`src/rtl/serial_adder_ctrl_pkg.sv`:
```
// serial_adder_ctrl_pkg: shared FSM states, default width and counter sizing for the serial adder
package serial_adder_ctrl_pkg;
  typedef enum logic [1:0] {IDLE, RUN, DONE} state_t;
  localparam int DEF_WIDTH = 8;
  function automatic int cnt_w(input int w);
    return (w > 1) ? $clog2(w) : 1;
  endfunction
endpackage

```
`src/rtl/full_adder.sv`:
```
// full_adder: one-bit full-adder cell shared by the serial adder controller
module full_adder (
  input  logic a,
  input  logic b,
  input  logic c,
  output logic sum,
  output logic carry
);
  assign sum   = a ^ b ^ c;
  assign carry = (a & b) | (c & (a ^ b));
endmodule

```
`src/rtl/serial_adder_ctrl.sv`:
```
// serial_adder_ctrl: bit-serial LSB-first adder around one full_adder cell
// SERIAL_ADDER_SUB_EN adds the sub port (A - B via ~B and carry-in 1)
module serial_adder_ctrl
  import serial_adder_ctrl_pkg::*;
#(
  parameter int WIDTH = DEF_WIDTH
) (
  input  logic             clk,
  input  logic             rst_n,
  input  logic             start,
  input  logic [WIDTH-1:0] op_a,
  input  logic [WIDTH-1:0] op_b,
  input  logic             cin,
`ifdef SERIAL_ADDER_SUB_EN
  input  logic             sub,
`endif
  output logic             busy,
  output logic             done,
  output logic [WIDTH-1:0] sum,
  output logic             cout
);
  localparam int CW = cnt_w(WIDTH);
  state_t state, nxt;
  logic [WIDTH-1:0] a_q, b_q, b_ld;
  logic [CW-1:0] cnt;
  logic carry, c_ld, s_bit, c_bit, last;
`ifdef SERIAL_ADDER_SUB_EN
  assign b_ld = sub ? ~op_b : op_b;
  assign c_ld = sub | cin;
`else
  assign b_ld = op_b;
  assign c_ld = cin;
`endif
  assign last = cnt == CW'(WIDTH - 1);
  full_adder u_fa (.a(a_q[0]), .b(b_q[0]), .c(carry), .sum(s_bit), .carry(c_bit));
  always_ff @(posedge clk or negedge rst_n)
    if (!rst_n) state <= IDLE;
    else state <= nxt;
  always_comb begin
    nxt = state;
    nxt = state == IDLE ? (start ? RUN : IDLE) :
          state == RUN  ? (last ? DONE : RUN) : IDLE;
  end
  // result fills from the top so the LSB lands in bit 0 after WIDTH shifts
  always_ff @(posedge clk or negedge rst_n)
    if (!rst_n) begin
      a_q   <= '0;
      b_q   <= '0;
      sum   <= '0;
      carry <= 1'b0;
      cout  <= 1'b0;
      cnt   <= '0;
    end else if (state == IDLE && start) begin
      a_q   <= op_a;
      b_q   <= b_ld;
      carry <= c_ld;
      cnt   <= '0;
    end else if (state == RUN) begin
      sum   <= {s_bit, sum[WIDTH-1:1]};
      a_q   <= a_q >> 1;
      b_q   <= b_q >> 1;
      carry <= c_bit;
      cnt   <= last ? cnt : cnt + 1'b1;
      if (last) cout <= c_bit;
    end
  assign busy = state != IDLE;
  assign done = state == DONE;
endmodule
```
`config.mk`:
```
export PLATFORM = sky130hd
export DESIGN_NAME = serial_adder_ctrl
export DESIGN_NICKNAME = d
export VERILOG_FILES = /design/src/rtl/serial_adder_ctrl_pkg.sv /design/src/rtl/full_adder.sv /design/src/rtl/serial_adder_ctrl.sv
export SDC_FILE = /design/constraint.sdc
export NUM_CORES = 1
export LEC_CHECK = 0
export BUFFER_PORTS_ARGS = -buffer_cell sky130_fd_sc_hd__buf_2
export CAP_MARGIN = 20
export CORE_ASPECT_RATIO = 0.8
export CORE_MARGIN = 3
export CORE_UTILIZATION = 53
export DETAILED_ROUTE_END_ITERATION = 6
export PLACE_DENSITY = 0.78
export SLEW_MARGIN = 20
export SYNTH_ARGS = -nofsm -noshare
export SYNTH_HDL_FRONTEND = slang
export SYNTH_SLANG_ARGS = --single-unit
```
`constraint.sdc`:
```
create_clock -name clk -period 1.71 [get_ports clk]
set_input_delay 0.513 -clock clk [delete_from_list [all_inputs] [get_ports clk]]
set_output_delay 0.513 -clock clk [all_outputs]
set_load 0.03 [all_outputs]
```
==> flow_metrics.py, run 1 <==
metrics = {
    "run_status": {
        "result_of_the_run": "finished clean",
    },
    "floorplan": {
        "area_enclosed_by_the_die_boundary_mm2": 0.00351,
        "start_util": 0.585,
        "floorplan.rows": 16,
        "core_mm2": 0.00256,
        "die_extent_in_x_um": 65.5,
        "top_level_ports": 31,
        "die_y_um": 53.6,
    },
    "pwr": {
        "vdd_ir_drop_max_mv": 0.912,
        "pwr-share-clk": 0.173,
        "power_switching_share": 0.366,
        "power.net_switching_mw": 1.26,
        "power_frac_seq": 0.383,
        "p_int_mw": 2.18,
        "fraction_of_power_consumed_by_combinational_cells": 0.444,
        "cellPowerDensity_mw_per_mm2": 1900,
        "power_leakage_nw": 0.823,
    },
    "global_route": {
        "overflow": 0,
        "grt_antenna_before_repair": 0,
        "grtUsageTotal": 0.190,
        "number_of_global_route_vias_before_repair": 1062,
        "largest_net_degree_at_the_start_of_global_routing": 32,
        "grt_first_pass_wirelength_um": 4910,
    },
    "synthesis": {
        "yosysWarnings": 0,
        "synth_commonest_cells": "dfrtp_1, o221a_2, or4b_1",
        "synth.lib_cells_used.distinct": 25,
        "post-synth-top-area-cell": "dfrtp_1",
        "synth.most_common_cell": "dfrtp_1",
        "number_of_synthesized_flops_with_an_enable_pin": 0,
        "post-synth-top-area-fraction": 0.518,
        "synthCells": 117,
        "synth_area_leaders": "dfrtp_1, o221a_2, or4b_1",
        "synth.net_count": 140,
        "syn_avg_cell_area_um2": 12.8,
        "ys_async_rst_share": 1.00,
        "synth_sequential_area_ratio": 0.518,
        "ys_seq_elements": 31,
        "synth_area_mm2": 0.00150,
        "ys_dominant_reg_cell": "dfrtp_1",
    },
    "timing": {
        "sum_of_negative_setup_slack_ns": 0,
        "worst_pin_slew_ns": 0.383,
        "min_period_ns": 1.68,
        "setup_repair_after_global_routing_missed_its_margin": "yes",
        "max_clock_freq_mhz": 597,
        "final_period_utilization": 0.980,
        "finalHoldViolations": 0,
        "fin_max_slew_vios": 0,
        "setup_viol": 0,
        "max_slew_margin": 0.745,
        "skew_ns": 0.00879,
    },
    "clocking": {
        "clk_latency_ns": 0.33,
        "clk_pin_slew_ns": 0.10,
        "clock_sinks": 31,
        "cts_tree": "built",
        "cts_hold_buffers": 0,
        "ctsHtreeMaxLevel": 2,
        "cts_bufs_inserted": 5,
        "cts_root_buf": "clkbuf_4",
        "cts_buffer_depth": 2,
    },
    "worst_setup_path": {
        "crit_chain": "or2_4 -> buf_6",
        "timing.critical_path.fanout_max": 3,
        "cp.arrival_ns": 1.16,
        "critical_path.top_delay_family": "flip-flops",
        "path_buf_inv": 1,
        "critical_path_capture_point_type": "primary output",
        "critical_path_data_required_time_ns": 1.20,
        "crit_path_top_delay_cell": "dfrtp_2",
        "critPathMaxStageDelay_ns": 0.44,
        "crit_path_category": "reg -> out",
        "startpoint_type": "flop",
    },
    "placement": {
        "gp_congestion": 0.745,
        "portBuffers": 30,
        "numPlacedInstances": 179,
        "post-dp-hpwl_um": 2030,
        "placedInstanceArea_mm2": 0.00170,
    },
    "worst_hold_path": {
        "worst_hold_class": "in -> async",
    },
    "routing": {
        "drt_first_iter_violations": 41,
        "detail-route-antenna-nets": 0,
        "drt-vias-per-instance": 5.84,
        "drt-total-wl_um": 2970,
        "detailed_route_drc_error_count": 0,
        "drt_pass1_iterations": 4,
        "routed-via-count": 1103,
        "routed_wire_length_per_instance_um": 15.7,
    },
    "layout": {
        "fin_nets": 175,
        "fraction_of_final_layout_cells_sized_beyond_drive_strength_1": 0.471,
        "insertedDiodeCount": 0,
        "fin_cells": 189,
        "final_area_mm2": 0.00181,
        "growth_of_design_area_from_synthesis_to_finish_pct": 20.7,
    },
    "run": {
        "maximum_capacitance_violations": 0,
    },
}
-- layout make-up --
cell class | instances | area [um^2]
sequential | 31 | 778
fill | 199 | 753
multi-input combinational | 69 | 653
timing repair buffer | 39 | 224
clock buffer | 6 | 51.3
tap | 36 | 45.0
clock inverter | 2 | 35.0
inverter | 6 | 22.5
-- cell families after synthesis --
logic type	share of synthesized area
multiplexers	0.0676
flip-flops	0.518
AO/OA/AOI/OAI	0.149
buffers and inverters	0.0484
adder cells (fa/ha/maj)	0.0300
AND/OR/NAND/NOR	0.187
-- registers in the layout, summed over array words and instances, names as in the netlist --
register,cells
a_q,8
b_q,8
carry,1
cnt,3
cout,1
state,2
sum,8
-- power groups by stage --
stage,Combinational (mW),Clock [mW],Sequential (mW)
final,1.53,0.594,1.32
after global routing,1.65,0.648,1.36
after CTS,1.52,0.611,1.32
after detailed placement,1.49,0,1.33
after global placement,1.41,0,1.31
after floorplan,0.913,0,1.49
-- cells in the final DEF, fill, tap and decap left out --
master     netlist  layout
o221ai_1         2       2
nand3_1          2       2
nand3b_1         1       1
clkbuf_4         0       5
ha_1             2       2
mux2_2           9       9
o221a_2         12      12
nor4b_1          4       4
buf_6            0       1
nor4bb_1         2       2
nand2b_1         5       5
o21ba_2          1       1
clkbuf_8         0       1
and3_1           1       1
a211oi_1         3       3
fa_1             1       1
nor3b_1          5       5
dfrtp_2          0       2
or2_4            0       1
dfrtp_1         31      29
buf_4            0       9
or4b_1          12      12
clkinv_2         0       1
a211o_1          3       3
o21bai_1         1       1
buf_2            6      29
nor2b_1          1       1
a21oi_1          1       1
inv_1            6       6
bufinv_16        0       1
-- per-stage QoR --
| step | total power [mW] | hold slack (ns) | worst slack [ns] | util |
|---|---|---|---|---|
| final | 3.44 | 0.179 | 0.0343 | 0.706 |
| after global routing | 3.66 | 0.186 | -0.00966 | 0.706 |
| after CTS | 3.45 | 0.181 | 0.0217 | 0.703 |
| after detailed placement | 2.82 | 0.490 | 0.190 | 0.662 |
| after global placement | 2.72 | 0.484 | 0.226 | 0.662 |
| after floorplan | 2.40 | 0.217 | 0.0188 | - |
-- routing by layer --
layer | wire [um] | track usage | share of wire | up-vias
li1 | - | - | - | 521
met5 | 0 | 0 | 0 | -
met2 | 1420 | 0.316 | 0.48 | 39
met4 | 10 | 0.0621 | 0.0034 | 0
met1 | 1310 | 0.234 | 0.44 | 541
met3 | 223 | 0.0689 | 0.075 | 2
-- repair_timing --
item,CTS,global route
setup buffers,1,1
resized for setup,4,1
cloned,0,0
setup endpoints to repair,2,1
-- path summary, 6_finish.rpt --
path	start	end	slack (ns)	cells past startpoint
setup reg to reg	state[1]	a_q[5]	0.15	4
hold / removal	rst_n	sum[1]	0.18	2
hold reg to reg	sum[0]	sum[0]	0.51	1
setup / recovery	state[1]	busy	0.03	2
min in group clk	sum[0]	sum[0]	0.51	1
max in group asynchronous	rst_n	state[0]	1.22	2
No activity file was read; power rests on OpenSTA's default activity.
==> run 2: changes to the inputs <==
- ABC_AREA: unset -> 1
- CORE_UTILIZATION: 53 -> 50
- GPL_ROUTABILITY_DRIVEN: unset -> 0
- PLACE_DENSITY: 0.78 -> 0.73
==> flow_metrics.py, run 2 <==
metrics = {
    "worst_setup_path": {
        "critical_path_data_required_time_ns": 1.20,
        "critical_path_capture_point_type": "primary output",
        "crit_path_category": "reg -> out",
        "critPathMaxStageDelay_ns": 0.48,
        "r2r-end": "a_q[0]",
        "startpoint_type": "flop",
        "r2r_cells": 4,
        "rr_startpoint": "state[0]",
        "cp.arrival_ns": 1.11,
        "ff2ff_setup_slack_ns": 0.34,
        "crit_chain": "inv_4 -> nor2_1 -> buf_2",
        "crit_path_top_delay_cell": "dfrtp_1",
        "timing.critical_path.fanout_max": 2,
    },
    "global_route": {
        "grtUsageTotal": 0.170,
        "grt_antenna_before_repair": 0,
        "grt_first_pass_wirelength_um": 5270,
        "largest_net_degree_at_the_start_of_global_routing": 32,
        "overflow": 0,
        "number_of_global_route_vias_before_repair": 1180,
    },
    "synthesis": {
        "ys_seq_elements": 31,
        "synth_sequential_area_ratio": 0.481,
        "ys_async_rst_share": 1.00,
        "synth.net_count": 201,
        "post-synth-top-area-cell": "dfrtp_1",
        "synth_area_leaders": "dfrtp_1, nand2_1, nand3_1",
        "syn_avg_cell_area_um2": 9.05,
        "synth_commonest_cells": "nand2_1, dfrtp_1, nand3_1",
        "synth.lib_cells_used.distinct": 21,
        "yosysWarnings": 0,
        "ys_dominant_reg_cell": "dfrtp_1",
        "synthCells": 178,
        "post-synth-top-area-fraction": 0.481,
        "synth_area_mm2": 0.00161,
        "number_of_synthesized_flops_with_an_enable_pin": 0,
        "synth.most_common_cell": "nand2_1",
    },
    "routing": {
        "drt-total-wl_um": 3100,
        "drt_pass1_iterations": 4,
        "wl_met1_um": 1460,
        "detail-route-antenna-nets": 0,
        "detailroute.wirelength.met2_um": 1410,
        "drt-vias-per-instance": 5.06,
        "routed-via-count": 1254,
        "routed_wire_length_per_instance_um": 12.5,
        "route.met3.wl_um": 226,
        "top_layer_used": "met4",
        "drt_first_iter_violations": 95,
        "detailed_route_drc_error_count": 0,
    },
    "floorplan": {
        "die_y_um": 56.8,
        "die_extent_in_x_um": 69.5,
        "start_util": 0.553,
        "core_mm2": 0.00291,
        "floorplan.rows": 17,
        "area_enclosed_by_the_die_boundary_mm2": 0.00394,
        "top_level_ports": 31,
    },
    "layout": {
        "insertedDiodeCount": 0,
        "growth_of_design_area_from_synthesis_to_finish_pct": 13.0,
        "fraction_of_final_layout_cells_sized_beyond_drive_strength_1": 0.295,
        "ff_latch_area_um2": 777,
        "mostFrequentLayoutCell": "nand2_1",
        "fin_cells": 248,
        "reg.largest.list": "a_q: 8 flops, b_q: 8 flops, sum: 8 flops",
        "layout.filler_cells": 245,
        "multiInputGateArea_um2": 696,
        "fin_nets": 232,
        "mostFrequentLayoutCells": "nand2_1, dfrtp_1, buf_2",
    },
    "timing": {
        "worst_pin_slew_ns": 0.428,
        "setup_repair_after_global_routing_missed_its_margin": "no",
        "setup_viol": 0,
        "final_period_utilization": 0.948,
        "fin_max_slew_vios": 0,
        "finalHoldViolations": 0,
        "sum_of_negative_setup_slack_ns": 0,
        "skew_ns": 0.00759,
        "max_clock_freq_mhz": 617,
        "min_period_ns": 1.62,
        "max_slew_margin": 0.713,
    },
    "pwr": {
        "power.net_switching_mw": 1.47,
        "p_int_mw": 1.90,
        "vdd_ir_drop_max_mv": 0.684,
        "power_frac_seq": 0.383,
        "cellPowerDensity_mw_per_mm2": 1850,
        "power_leakage_nw": 0.982,
        "fraction_of_power_consumed_by_combinational_cells": 0.460,
        "power_switching_share": 0.438,
        "pwr-share-clk": 0.158,
        "fin_total_pwr_mw": 3.37,
    },
    "clocking": {
        "cts_bufs_inserted": 5,
        "ctsHtreeMaxLevel": 2,
        "number_of_buffers_added_for_setup_after_cts": 0,
        "cts_hold_buffers": 0,
        "clk_latency_ns": 0.28,
        "cts_buffer_depth": 2,
        "clk_pin_slew_ns": 0.06,
        "cts_tree": "built",
        "cts_root_buf": "clkbuf_8",
        "clock_sinks": 31,
    },
    "placement": {
        "portBuffers": 30,
        "numPlacedInstances": 240,
        "post-dp-hpwl_um": 2140,
    },
    "worst_hold_path": {
        "worst_hold_class": "in -> async",
    },
    "run_status": {
        "result_of_the_run": "finished clean",
    },
    "run": {
        "maximum_capacitance_violations": 0,
    },
}
run 2: changes by cell type after synthesis, sizes merged, moves of 10 or more:
cell,previous run,this run
o221a,12,0
or4b,12,0
nand3b,1,11
nand3,2,26
o21ai,0,10
nand2,0,74
run 2: worst max-delay path, delay by kind of cell, from the launching register on:
kind	cells	cell delay [ns]
flops	1	0.48
buf+inv	2	0.25
simple gates	1	0.10
run 2: routing by layer:
metal,vias up,global-route usage
li1,635,-
met1,575,0.217
met2,42,0.272
met3,2,0.0716
met4,0,0.0334
met5,-,0
run 2: cell families after synthesis:
| group | count (synthesis) | synth area share |
|---|---|---|
| flip-flops | 31 | 0.481 |
| AO/OA/AOI/OAI | 10 | 0.0474 |
| buffers and inverters | 19 | 0.0870 |
| adder cells (fa/ha/maj) | 3 | 0.0279 |
| AND/OR/NAND/NOR | 115 | 0.356 |
run 2: worst max path at each step:
stage                     depth (start not counted)     start  endpoint  slack, ns
after global routing                              3  state[1]      done      0.007
after global placement                            4     start     carry       0.31
after CTS                                         2  state[0]      done       0.05
final                                             3  state[1]      done       0.09
after detailed placement                          4     start    a_q[0]       0.29
after floorplan                                   3  state[1]      done       0.10
run 2: power groups by stage:
stage	combinational, mW	sequential [mW]	clock [mW]
final	1.55	1.29	0.531
after detailed placement	1.55	1.30	0
after global routing	1.75	1.33	0.595
after global placement	1.51	1.28	0
after CTS	1.57	1.29	0.551
after floorplan	1.18	1.42	0
run 2: metrics by stage:
stage | instance area, um^2 | setup WS (ns) | utilization | hold slack, ns
after floorplan | 1610 | 0.102 | - | 0.217
after global placement | 1740 | 0.307 | 0.596 | 0.457
after detailed placement | 1740 | 0.289 | 0.596 | 0.466
after CTS | 1820 | 0.0525 | 0.624 | 0.256
after global routing | 1820 | 0.00732 | 0.625 | 0.268
final | 1820 | 0.0892 | 0.625 | 0.237
run 2: final cells by class:
class                      instances  share of cell area
timing repair buffer              34              0.0990
clock inverter                     1             0.00275
tap                               38              0.0261
multi-input combinational        128               0.382
clock buffer                       7              0.0419
sequential                        31               0.427
inverter                           9              0.0213
run 2: repair_timing:
| item | in CTS | in global routing |
|---|---|---|
| endpoints found under the setup margin | 0 | 1 |
| resized for setup | 0 | 1 |
| endpoints found under the hold margin | 0 | 0 |
==> run 3: changes to the inputs <==
- RECOVER_POWER: unset -> 25
==> flow_metrics.py, run 3 (synthesis results as in run 2) <==
metrics = {
    "run_status": {
        "result_of_the_run": "finished clean",
    },
    "floorplan": {
        "top_level_ports": 31,
        "core_mm2": 0.00291,
        "die_y_um": 56.8,
        "area_enclosed_by_the_die_boundary_mm2": 0.00394,
        "start_util": 0.553,
        "die_extent_in_x_um": 69.5,
        "floorplan.rows": 17,
    },
    "timing": {
        "skew_ns": 0.00759,
        "max_clock_freq_mhz": 617,
        "setup_repair_after_global_routing_missed_its_margin": "no",
        "setup_viol": 0,
        "max_slew_margin": 0.499,
        "finalHoldViolations": 0,
        "fin_max_slew_vios": 0,
        "sum_of_negative_setup_slack_ns": 0,
        "min_period_ns": 1.62,
        "final_period_utilization": 0.948,
        "worst_pin_slew_ns": 0.751,
    },
    "pwr": {
        "cellPowerDensity_mw_per_mm2": 1850,
        "vdd_ir_drop_max_mv": 0.684,
        "power_leakage_nw": 0.982,
    },
    "layout": {
        "fraction_of_final_layout_cells_sized_beyond_drive_strength_1": 0.295,
        "reg.largest.list": "a_q: 8 flops, b_q: 8 flops, sum: 8 flops",
        "mostFrequentLayoutCells": "nand2_1, dfrtp_1, buf_2",
        "mostFrequentLayoutCell": "nand2_1",
        "insertedDiodeCount": 0,
        "growth_of_design_area_from_synthesis_to_finish_pct": 12.8,
        "fin_nets": 232,
        "final_area_mm2": 0.00182,
        "layout.filler_cells": 245,
    },
    "clocking": {
        "number_of_buffers_added_for_setup_after_cts": 0,
        "post_cts_resize_count": 0,
        "ctsHtreeMaxLevel": 2,
        "clk_latency_ns": 0.28,
        "cts_hold_buffers": 0,
        "clock_sinks": 31,
        "cts_buffer_depth": 2,
        "cts_tree": "built",
        "cts_bufs_inserted": 5,
        "clk_pin_slew_ns": 0.06,
        "cts_root_buf": "clkbuf_8",
    },
    "routing": {
        "routed-via-count": 1254,
        "detailed_route_drc_error_count": 0,
        "drt_pass1_iterations": 4,
        "detail-route-antenna-nets": 0,
        "drt_first_iter_violations": 95,
        "routed_wire_length_per_instance_um": 12.5,
        "drt-vias-per-instance": 5.06,
        "drt-total-wl_um": 3100,
    },
    "worst_setup_path": {
        "critical_path_capture_point_type": "primary output",
        "timing.critical_path.fanout_max": 2,
        "critical_path_data_required_time_ns": 1.20,
        "crit_path_category": "reg -> out",
        "cp.arrival_ns": 1.11,
        "startpoint_type": "flop",
    },
    "global_route": {
        "overflow": 0,
        "grtUsageTotal": 0.170,
        "number_of_global_route_vias_before_repair": 1180,
        "grt_antenna_before_repair": 0,
        "grt_first_pass_wirelength_um": 5270,
        "largest_net_degree_at_the_start_of_global_routing": 32,
    },
    "run": {
        "maximum_capacitance_violations": 0,
    },
    "worst_hold_path": {
        "worst_hold_class": "in -> async",
    },
    "placement": {
        "placedInstanceArea_mm2": 0.00174,
        "portBuffers": 30,
        "post-dp-hpwl_um": 2140,
    },
}
## run 3: worst paths after layout
kind	slack, ns	to	startpoint	cells past startpoint
setup / recovery	0.09	done	state[1]	3
max in group asynchronous	0.80	state[0]	rst_n	2
hold / removal	0.38	state[1]	rst_n	2
hold reg to reg	0.48	b_q[7]	b_q[7]	2
setup reg to reg	0.34	a_q[0]	state[0]	4
min in group clk	0.47	b_q[7]	op_b[7]	3
## run 3: area by class of cell
cell class,count,area [um^2],share of cell area
Clock buffer,7,76.3,0.0420
Multi-Input combinational cell,128,696,0.383
Timing Repair Buffer,34,178,0.0977
Sequential cell,31,777,0.427
Clock inverter,1,5.00,0.00275
Tap cell,38,47.5,0.0262
Inverter,9,38.8,0.0213
## run 3: where the power goes
part,internal (mW),switching [mW]
clock network,0.285,0.246
logic,0.543,1.01
registers,1.07,0.223
## run 3: routing by layer
layer / GRT usage / vias to the layer above / part of all wire
met5: 0 / - / 0
met4: 0.0334 / 0 / 0.0023
met3: 0.0716 / 2 / 0.073
met2: 0.272 / 42 / 0.45
met1: 0.217 / 575 / 0.47
li1: - / 635 / -
## run 3: worst max-delay path, stage by stage, from the launching register on
cell and delay [ns]:
dfrtp_1 0.48, inv_4 0.04, nor2_1 0.10, buf_2 0.21
## run 3: metrics by stage
step	instances	hold slack [ns]	utilization	setup slack [ns]	power [mW]
after floorplan	178	0.217	-	0.102	2.61
after global placement	240	0.457	0.596	0.307	2.79
after detailed placement	240	0.466	0.596	0.289	2.85
after CTS	248	0.256	0.624	0.0525	3.41
after global routing	248	0.443	0.624	0.00732	3.67
final	248	0.376	0.624	0.0889	3.37
